--- config.mk ---
export PLATFORM = sky130hd
export DESIGN_NAME = dw_rbsh_inst
export DESIGN_NICKNAME = d
export VERILOG_FILES = /design/src/rtl/dw_rbsh_inst.sv
export SDC_FILE = /design/constraint.sdc
export NUM_CORES = 1
export LEC_CHECK = 0
export ABC_AREA = 1
export ABC_CLOCK_PERIOD_IN_PS = 800
export BUFFER_PORTS_ARGS = -buffer_cell sky130_fd_sc_hd__buf_4
export CORE_AREA = 2 2 47 49
export DETAILED_ROUTE_END_ITERATION = 12
export DIE_AREA = 0 0 49 51
export MAX_ROUTING_LAYER = met4
export PLACE_DENSITY = 0.7
export SLEW_MARGIN = 20
export SYNTH_ARGS = -nofsm -noshare
export SYNTH_HDL_FRONTEND = slang
export SYNTH_SLANG_ARGS = --single-unit
--- constraint.sdc ---
create_clock -name clk -period 0.8 [get_ports clk]
set_input_delay 0.16 -clock clk [delete_from_list [all_inputs] [get_ports clk]]
set_output_delay 0.16 -clock clk [all_outputs]
set_load 0.005 [all_outputs]
--- src/rtl/dw_rbsh_inst.sv ---
// dw_rbsh_inst -- registered rotate-right barrel shifter (FP add/sub datapath).
//
// Rotates Data_i right by Shift_Value_i, read as unsigned (inst_SH_TC = 0) or
// two's complement (inst_SH_TC = 1; negative amounts rotate left). Amounts
// wrap modulo SWR, including non-power-of-two SWR. The result is captured
// into Data_o on a rising clk edge when load_i is high.
//
// Ports:
//   clk            system clock, rising edge
//   rst            asynchronous reset, active low (clears Data_o)
//   load_i         output register capture enable
//   Data_i         [SWR-1:0] word to rotate
//   Shift_Value_i  [EWR-1:0] rotate amount
//   inst_SH_TC     amount encoding: 0 unsigned, 1 two's complement
//   Data_o         [SWR-1:0] registered rotated word

// One log stage: conditionally rotate right by the constant D.
module dw_rbsh_stage #(
    parameter int SWR = 8,
    parameter int D   = 1
) (
    input  logic           sel,
    input  logic [SWR-1:0] x,
    output logic [SWR-1:0] y
);
    logic [2*SWR-1:0] dbl;
    logic [SWR-1:0]   rr;

    // Bit j of a right rotation by D is x[(j+D) mod SWR] = {x,x}[j+D].
    assign dbl = {x, x};
    assign rr  = dbl[D +: SWR];
    assign y   = sel ? rr : x;
endmodule

module dw_rbsh_inst #(
    parameter int SWR = 8,
    parameter int EWR = 3
) (
    input  logic           clk,
    input  logic           rst,
    input  logic           load_i,
    input  logic [SWR-1:0] Data_i,
    input  logic [EWR-1:0] Shift_Value_i,
    input  logic           inst_SH_TC,
    output logic [SWR-1:0] Data_o
);
    localparam int KW = (SWR > 1) ? $clog2(SWR) : 1;
    localparam int MW = EWR + KW + 1;

    // Restoring reduction a mod SWR: compare/subtract against SWR<<i, MSB
    // first. a < 2^(EWR+1) <= SWR<<EWR, so starting at i = EWR suffices.
    function automatic logic [KW-1:0] mod_swr(input logic [EWR:0] a);
        logic [MW-1:0] r;
        logic [MW-1:0] m;
        r = MW'(a);
        for (int i = EWR; i >= 0; i--) begin
            m = MW'(SWR) << i;
            if (r >= m) r = r - m;
        end
        return r[KW-1:0];
    endfunction

    logic           neg;
    logic [EWR:0]   mag;
    logic [KW-1:0]  m_red;
    logic [KW:0]    k_wide;
    logic [KW-1:0]  k;

    // Magnitude is EWR+1 bits so that -2^(EWR-1) negates without overflow.
    assign neg    = inst_SH_TC & Shift_Value_i[EWR-1];
    assign mag    = neg ? (~{1'b1, Shift_Value_i} + 1'b1) : {1'b0, Shift_Value_i};
    assign m_red  = mod_swr(mag);
    // Left by m equals right by SWR-m; m = 0 must stay 0, not become SWR.
    assign k_wide = (KW+1)'(SWR) - {1'b0, m_red};
    assign k      = (neg && (m_red != '0)) ? k_wide[KW-1:0] : m_red;

    // stg[i] feeds stage i; stage i rotates by 2^i when k[i] is set.
    logic [KW:0][SWR-1:0] stg;
    assign stg[0] = Data_i;

    for (genvar i = 0; i < KW; i++) begin : g_stage
        dw_rbsh_stage #(
            .SWR (SWR),
            .D   ((1 << i) % SWR)
        ) u_stage (
            .sel (k[i]),
            .x   (stg[i]),
            .y   (stg[i+1])
        );
    end

    always_ff @(posedge clk or negedge rst) begin
        if (!rst)        Data_o <= '0;
        else if (load_i) Data_o <= stg[KW];
    end
endmodule

# Yosys cells after proc, flatten, opt, wreduce, memory -nomap -nowiden

Cells that the tools add are included.

Magnitude comparators: 1
Mux-type cells: 6
Reductions and logical operators: 2
Add/subtract/negate cells: 3
Bitwise gates (word level): 2

Operator list:

| cell                                              | count |
|---|---|
| 2-to-1 mux 8 bit                                  | 3 |
| 2-to-1 mux 3 bit                                  | 2 |
| adder 4 x 1 -> 4 bit (second input constant)      | 1 |
| >= comparator 4 bit (second input constant)       | 1 |
| 2-to-1 mux 4 bit                                  | 1 |
| NOT 4 bit                                         | 1 |
| nonzero test 3 bit                                | 1 |
| subtractor 1 x 3 -> 3 bit (first input constant)  | 1 |
| subtractor 3 x 1 -> 3 bit (second input constant) | 1 |
| bitwise AND 1 bit                                 | 1 |
| logical AND 1 bit                                 | 1 |

Logic and storage cells: 15
Bits of input ports: 15
Output and inout port bits: 8
Flip-flop bits (word level): 8

# Longest topological paths before layout

Depth after elaboration: 11
Mapped depth: 13
Gate-level depth less buffers: 12

# Cells and area by module

From an unflattened synthesis, not the netlist that was laid out.

Cells, all modules: 137
Area total of the unflattened synthesis: 759.5 um^2

Modules (own cells, without submodules):

| module        | instances | seq. area each (um^2) | area an instance (um^2) | cells each |
|---|---|---|---|---|
| dw_rbsh_inst  | 1         | 200.2                 | 444.2                   | 59 |
| dw_rbsh_stage | 3         | 0.0                   | 105.1                   | 26 |

# Worst setup path before layout

Ideal clock, no wire load.

Path type: input to register
From: in Shift_Value_i[0]
To: reg Data_o[3]
Setup time: 0.117 ns
Data required time: 0.683 ns
Data arrival time: 1.591 ns
Path slack: -0.908 ns
Cell stages on the path: 12
Buffers on the path: 1
Path through: buf_4 > inv_2 > ha_1 > o21ai_2 > ha_1 > inv_1 > nand4_1 > nand2_4 > nand3_1 > nand3_1 > nand3_1 > nand2_1

Longest elaborated chain between the ends: 11
Elaborated cells on any way between the ends: 13
Those cells by class: 3 x add/sub; 1 x order compare; 6 x mux; 1 x bitwise; 2 x reduce/logical

Ends and longest elaborated chain:

| what                                                                              | RTL line | RTL |
|---|---|---|
| from (decl)                                                                       | 43       | `input logic [EWR-1:0] Shift_Value_i,` |
| NOT 4 bit                                                                         | 71       | `assign mag = neg ? (~{1'b1, Shift_Value_i} + 1'b1) : {1'b0, Shift_Value_i};` |
| adder 4 x 1 -> 4 bit                                                              | 71       |  |
| 2-to-1 mux 4 bit (*)                                                              | 71       |  |
| >= comparator 4 bit / subtractor 3 x 1 -> 3 bit (equally long branches)           | 58       | `if (r >= m) r = r - m;` |
| 2-to-1 mux 3 bit (*)                                                              | 58       |  |
| parallel branches: the longest is 2 deep, another holds subtractor 1 x 3 -> 3 bit | n/a      |  |
| 2-to-1 mux 3 bit (*)                                                              | 75       | `assign k = (neg && (m_red != '0)) ? k_wide[KW-1:0] : m_red;` |
| 2-to-1 mux 8 bit (2 in series)                                                    | 32       | `assign y = sel ? rr : x;` |
| 2-to-1 mux 8 bit (*)                                                              | 32       |  |
| to (signal assigned)                                                              | 94       | `else if (load_i) Data_o <= stg[KW];` |
| to (decl)                                                                         | 45       | `output logic [SWR-1:0] Data_o` |

Mark *: on every way between the ends.
A chain may end at the register's enable or synchronous reset.

# Worst setup path in the final report

From: in Shift_Value_i[1]
To: reg Data_o[3]

The elaborated chain is that of the path after synthesis.

==> run summary <==
Global routing
* **gr busiest metal** met2
* **Global Route met3 Usage** 4.09%
* **GRT Resource Usage Total** 22.5%
* **met1 usage** 24.4%
* **number of antenna violations at the first check in global routing** 0
* **maximum number of pins on one net before global-route repair** 11
* **vias in the first global route** 1036
* **global-route wire length before repair** 4330 microns
* **met2 global-route usage** 41.3%
* **aggregate global routing overflow** 0

Detailed routing
* **Routed Antenna Nets** 0
* **Post-Route WL** 2850 microns
* **number of iterations in the first detailed-routing pass** 4
* **Residual DRC** 0
* **routed via count divided by cell count** 5.35
* **average routed wire per standard cell** 14.7 microns
* **detailed router's first-iteration violation count** 29
* **count of vias placed by the detailed router** 1038

Clocking
* **number of buffers created by CTS** 3
* **Num Clock Sinks** 8
* **CTS tree** built
* **level count of the clock H-tree** 1
* **number of buffers between clock root and the deepest sink** 2
* **clk root buf** clkbuf_4
* **clock-pin transition on the worst setup and hold timing paths** 0.06 ns
* **clock latency of the later-clocked register in the worst-skew pair** 0.27 ns

Worst hold path
* **end of the worst hold path** Data_o[0]$_DFFE_PN0P_
* **worst hold path depth** 3
* **start point of the worst min-delay path** load_i
* **hold crit path type** primary input to flip-flop

Finish
* **antenna diode count** 0
* **number of flip-flops under the largest register name** 8
* **utilization after layout** 72.5%
* **Net count, final** 185
* **ratio of cells with drive above 1 in the final layout** 62.0%
* **Top Registers** Data_o: 8 flops
* **register with the highest flop count** Data_o
* **Area growth, synth to finish** 96.1%

Worst setup path
* **highest-delay cell along the critical path** ha_4
* **Critical Setup Path Class** primary input to flip-flop
* **worst-path fanout max** 4
* **Bufs and invs on worst path** 4
* **critical register-to-register path startpoint** Data_o[6]$_DFFE_PN0P_
* **signal arrival time at the worst endpoint** 1.54 ns
* **minimum setup slack among reg-to-reg paths** -0.07 ns
* **max incr delay on CP** 0.17 ns
* **Critical Path Sink Type** flip-flop
* **element type at the critical path start** primary input
* **required time at the endpoint of the critical path** 0.95 ns
* **length in cells of the worst reg-to-reg path** 4
* **cell family contributing the most delay on the critical path** simple AND/OR/NAND/NOR gates
* **series of cell instances along the critical path** buf_8, inv_6, ha_4, o21ai_4, ha_4, buf_12, nor2_4, nand2_4, buf_4, o21ai_4, nand3_1, nand3_1, nand2_1
* **Reg2Reg Capture Point** Data_o[6]$_DFFE_PN0P_

Place
* **port buffer count** 22
* **hpwl dp** 1560 microns
* **setup slack after placement** -0.859 ns
* **global placement routability congestion** 0.768

Yosys
* **count of synthesis-stage warnings from yosys** 0
* **gate count of the mapped netlist** 112
* **fraction of synthesized cell area taken by the top area cell type** 26.2%
* **cell with the most instances after synthesis** nand3_1
* **area leader, netlist** dfrtp_1
* **Seq/Total Area, Yosys** 26.2%
* **Netlist cell types** 17
* **Synth Cell Area** 763 sq um
* **Seq cells post-synth** 8
* **Area contributors post-synth** dfrtp_1, nand3_1, nand2_1
* **most instantiated cells after synthesis** nand3_1, nand2_1, nand2_2
* **Main synth FF type** dfrtp_1
* **FFs w/ async S/R, synth** 100%
* **Post-synth EDFFs** 0
* **Syn Area/Cell** 6.81 sq um
* **Syn Nets** 129

Outcome
* **violated checks** negative setup slack
* **outcome** finished with violations

Floorplan
* **initial standard-cell utilization of the core** 37.0%
* **total die area** 2500 sq um
* **I/O pin count** 23
* **core footprint** 2060 sq um
* **Die X-Extent** 49 microns
* **DIE HEIGHT** 51 microns
* **number of rows in the core area** 17

STA
* **slew at the pin closest to its max-slew limit** 0.517 ns
* **shortest clock period the worst path allows after layout** 1.38 ns
* **number of failing setup endpoints in the final timing report** 16
* **setup slack of the critical path after layout** -0.585 ns
* **Clock Skew** 0 ns
* **Highest Clock Rate** 722 MHz
* **final max-slew violation count** 0
* **hold violation total from the final report** 0
* **RSZ-0062 raised after global routing** true
* **Worst slew margin** 65.2%
* **post-route clock period utilization** 173%

Power and ir drop
* **worst supply voltage drop on vdd** 1.48 mV
* **cell leakage power** 0.777 nW
* **cell area power density** 1310 nW/um^2

Job
* **Maximum Capacitance Violations** 0

how the worst max path moves through the flow:
stage / start / endpoint / slack, ns / cells past startpoint
floorplan: Shift_Value_i[0] / Data_o[4]$_DFFE_PN0P_ / -0.70 / 13
global placement: Shift_Value_i[1] / Data_o[3]$_DFFE_PN0P_ / -0.80 / 13
detailed placement: Shift_Value_i[1] / Data_o[1]$_DFFE_PN0P_ / -0.86 / 13
CTS: Shift_Value_i[0] / Data_o[1]$_DFFE_PN0P_ / -0.52 / 13
global route: Shift_Value_i[1] / Data_o[6]$_DFFE_PN0P_ / -0.63 / 13
finish: Shift_Value_i[1] / Data_o[3]$_DFFE_PN0P_ / -0.58 / 13
routing by layer:
metal	wire length (microns)	part of all wire, %	up-vias
met1	1080	38	508
met4	66	2.3	0
met5	0	0	-
li1	-	-	491
met3	116	4.1	9
met2	1590	56	30
worst register-to-register path, cell delays in order, from the launching register on:
cell,delay [ns]
dfrtp_1,0.38
buf_4,0.13
buf_4,0.12
nand2_1,0.07
nand2_1,0.06
metrics by stage:
stage,hold WS (ns),cell area [sq um],TNS [ns],std cells,total power (W)
2_1_floorplan,-0.136,846,-5.58,112,0.000936
3_3_place_gp,-0.0202,1110,-6.30,172,0.00121
3_5_place_dp,-0.0169,1110,-6.74,172,0.00124
4_1_cts,0.216,1370,-5.06,187,0.00178
5_1_grt,0.205,1500,-6.10,194,0.00210
6_report,0.212,1500,-5.53,194,0.00197
timing repair:
| action | 4_1_cts | 5_1_grt |
|---|---|---|
| setup buffers | 8 | 7 |
| gates cloned | 3 | 0 |
| setup endpoints to repair | 16 | 16 |
| resized for setup | 30 | 18 |
| endpoints found under the hold margin | 8 | 0 |
| pin swaps | 22 | 16 |
| hold buffers | 1 | 0 |
cell type report:
type | count | area (sq um)
fill | 146 | 567
sequential | 8 | 200
timing repair buffer | 50 | 439
multi-input combinational | 94 | 741
clock buffer | 3 | 22.5
tap | 28 | 35.0
inverter | 11 | 58.8
power breakdown:
group / switching [W] / leakage [nW] / internal (W)
logic: 0.000536 / 0.665 / 0.000568
registers: 0.0000496 / 0.0981 / 0.000476
clock network: 0.000162 / 0.0138 / 0.000173
cell families (layout without fill, tap and decap cells):
family	after synthesis	count (layout)	share of synthesized area (%)
and+or+nand+nor	79	81	54.3
buffers and inverters	13	64	7.70
AOI/OAI and AO/OA	10	11	8.53
DFF	8	8	26.2
adders and majority gates	2	2	3.28
layout by cell type, fill, tap and decap left out, drive strengths merged:
cell type,netlist,routed
nand4,1,1
ha,2,2
inv,11,10
o21ai,10,11
clkinv,0,1
clkbuf,0,3
buf,2,49
nand3,35,35
dlygate4sd3,0,1
nand2,41,43
dfrtp,8,8
nor2,2,2
Note: power is estimated with default switching activity, not from simulation.
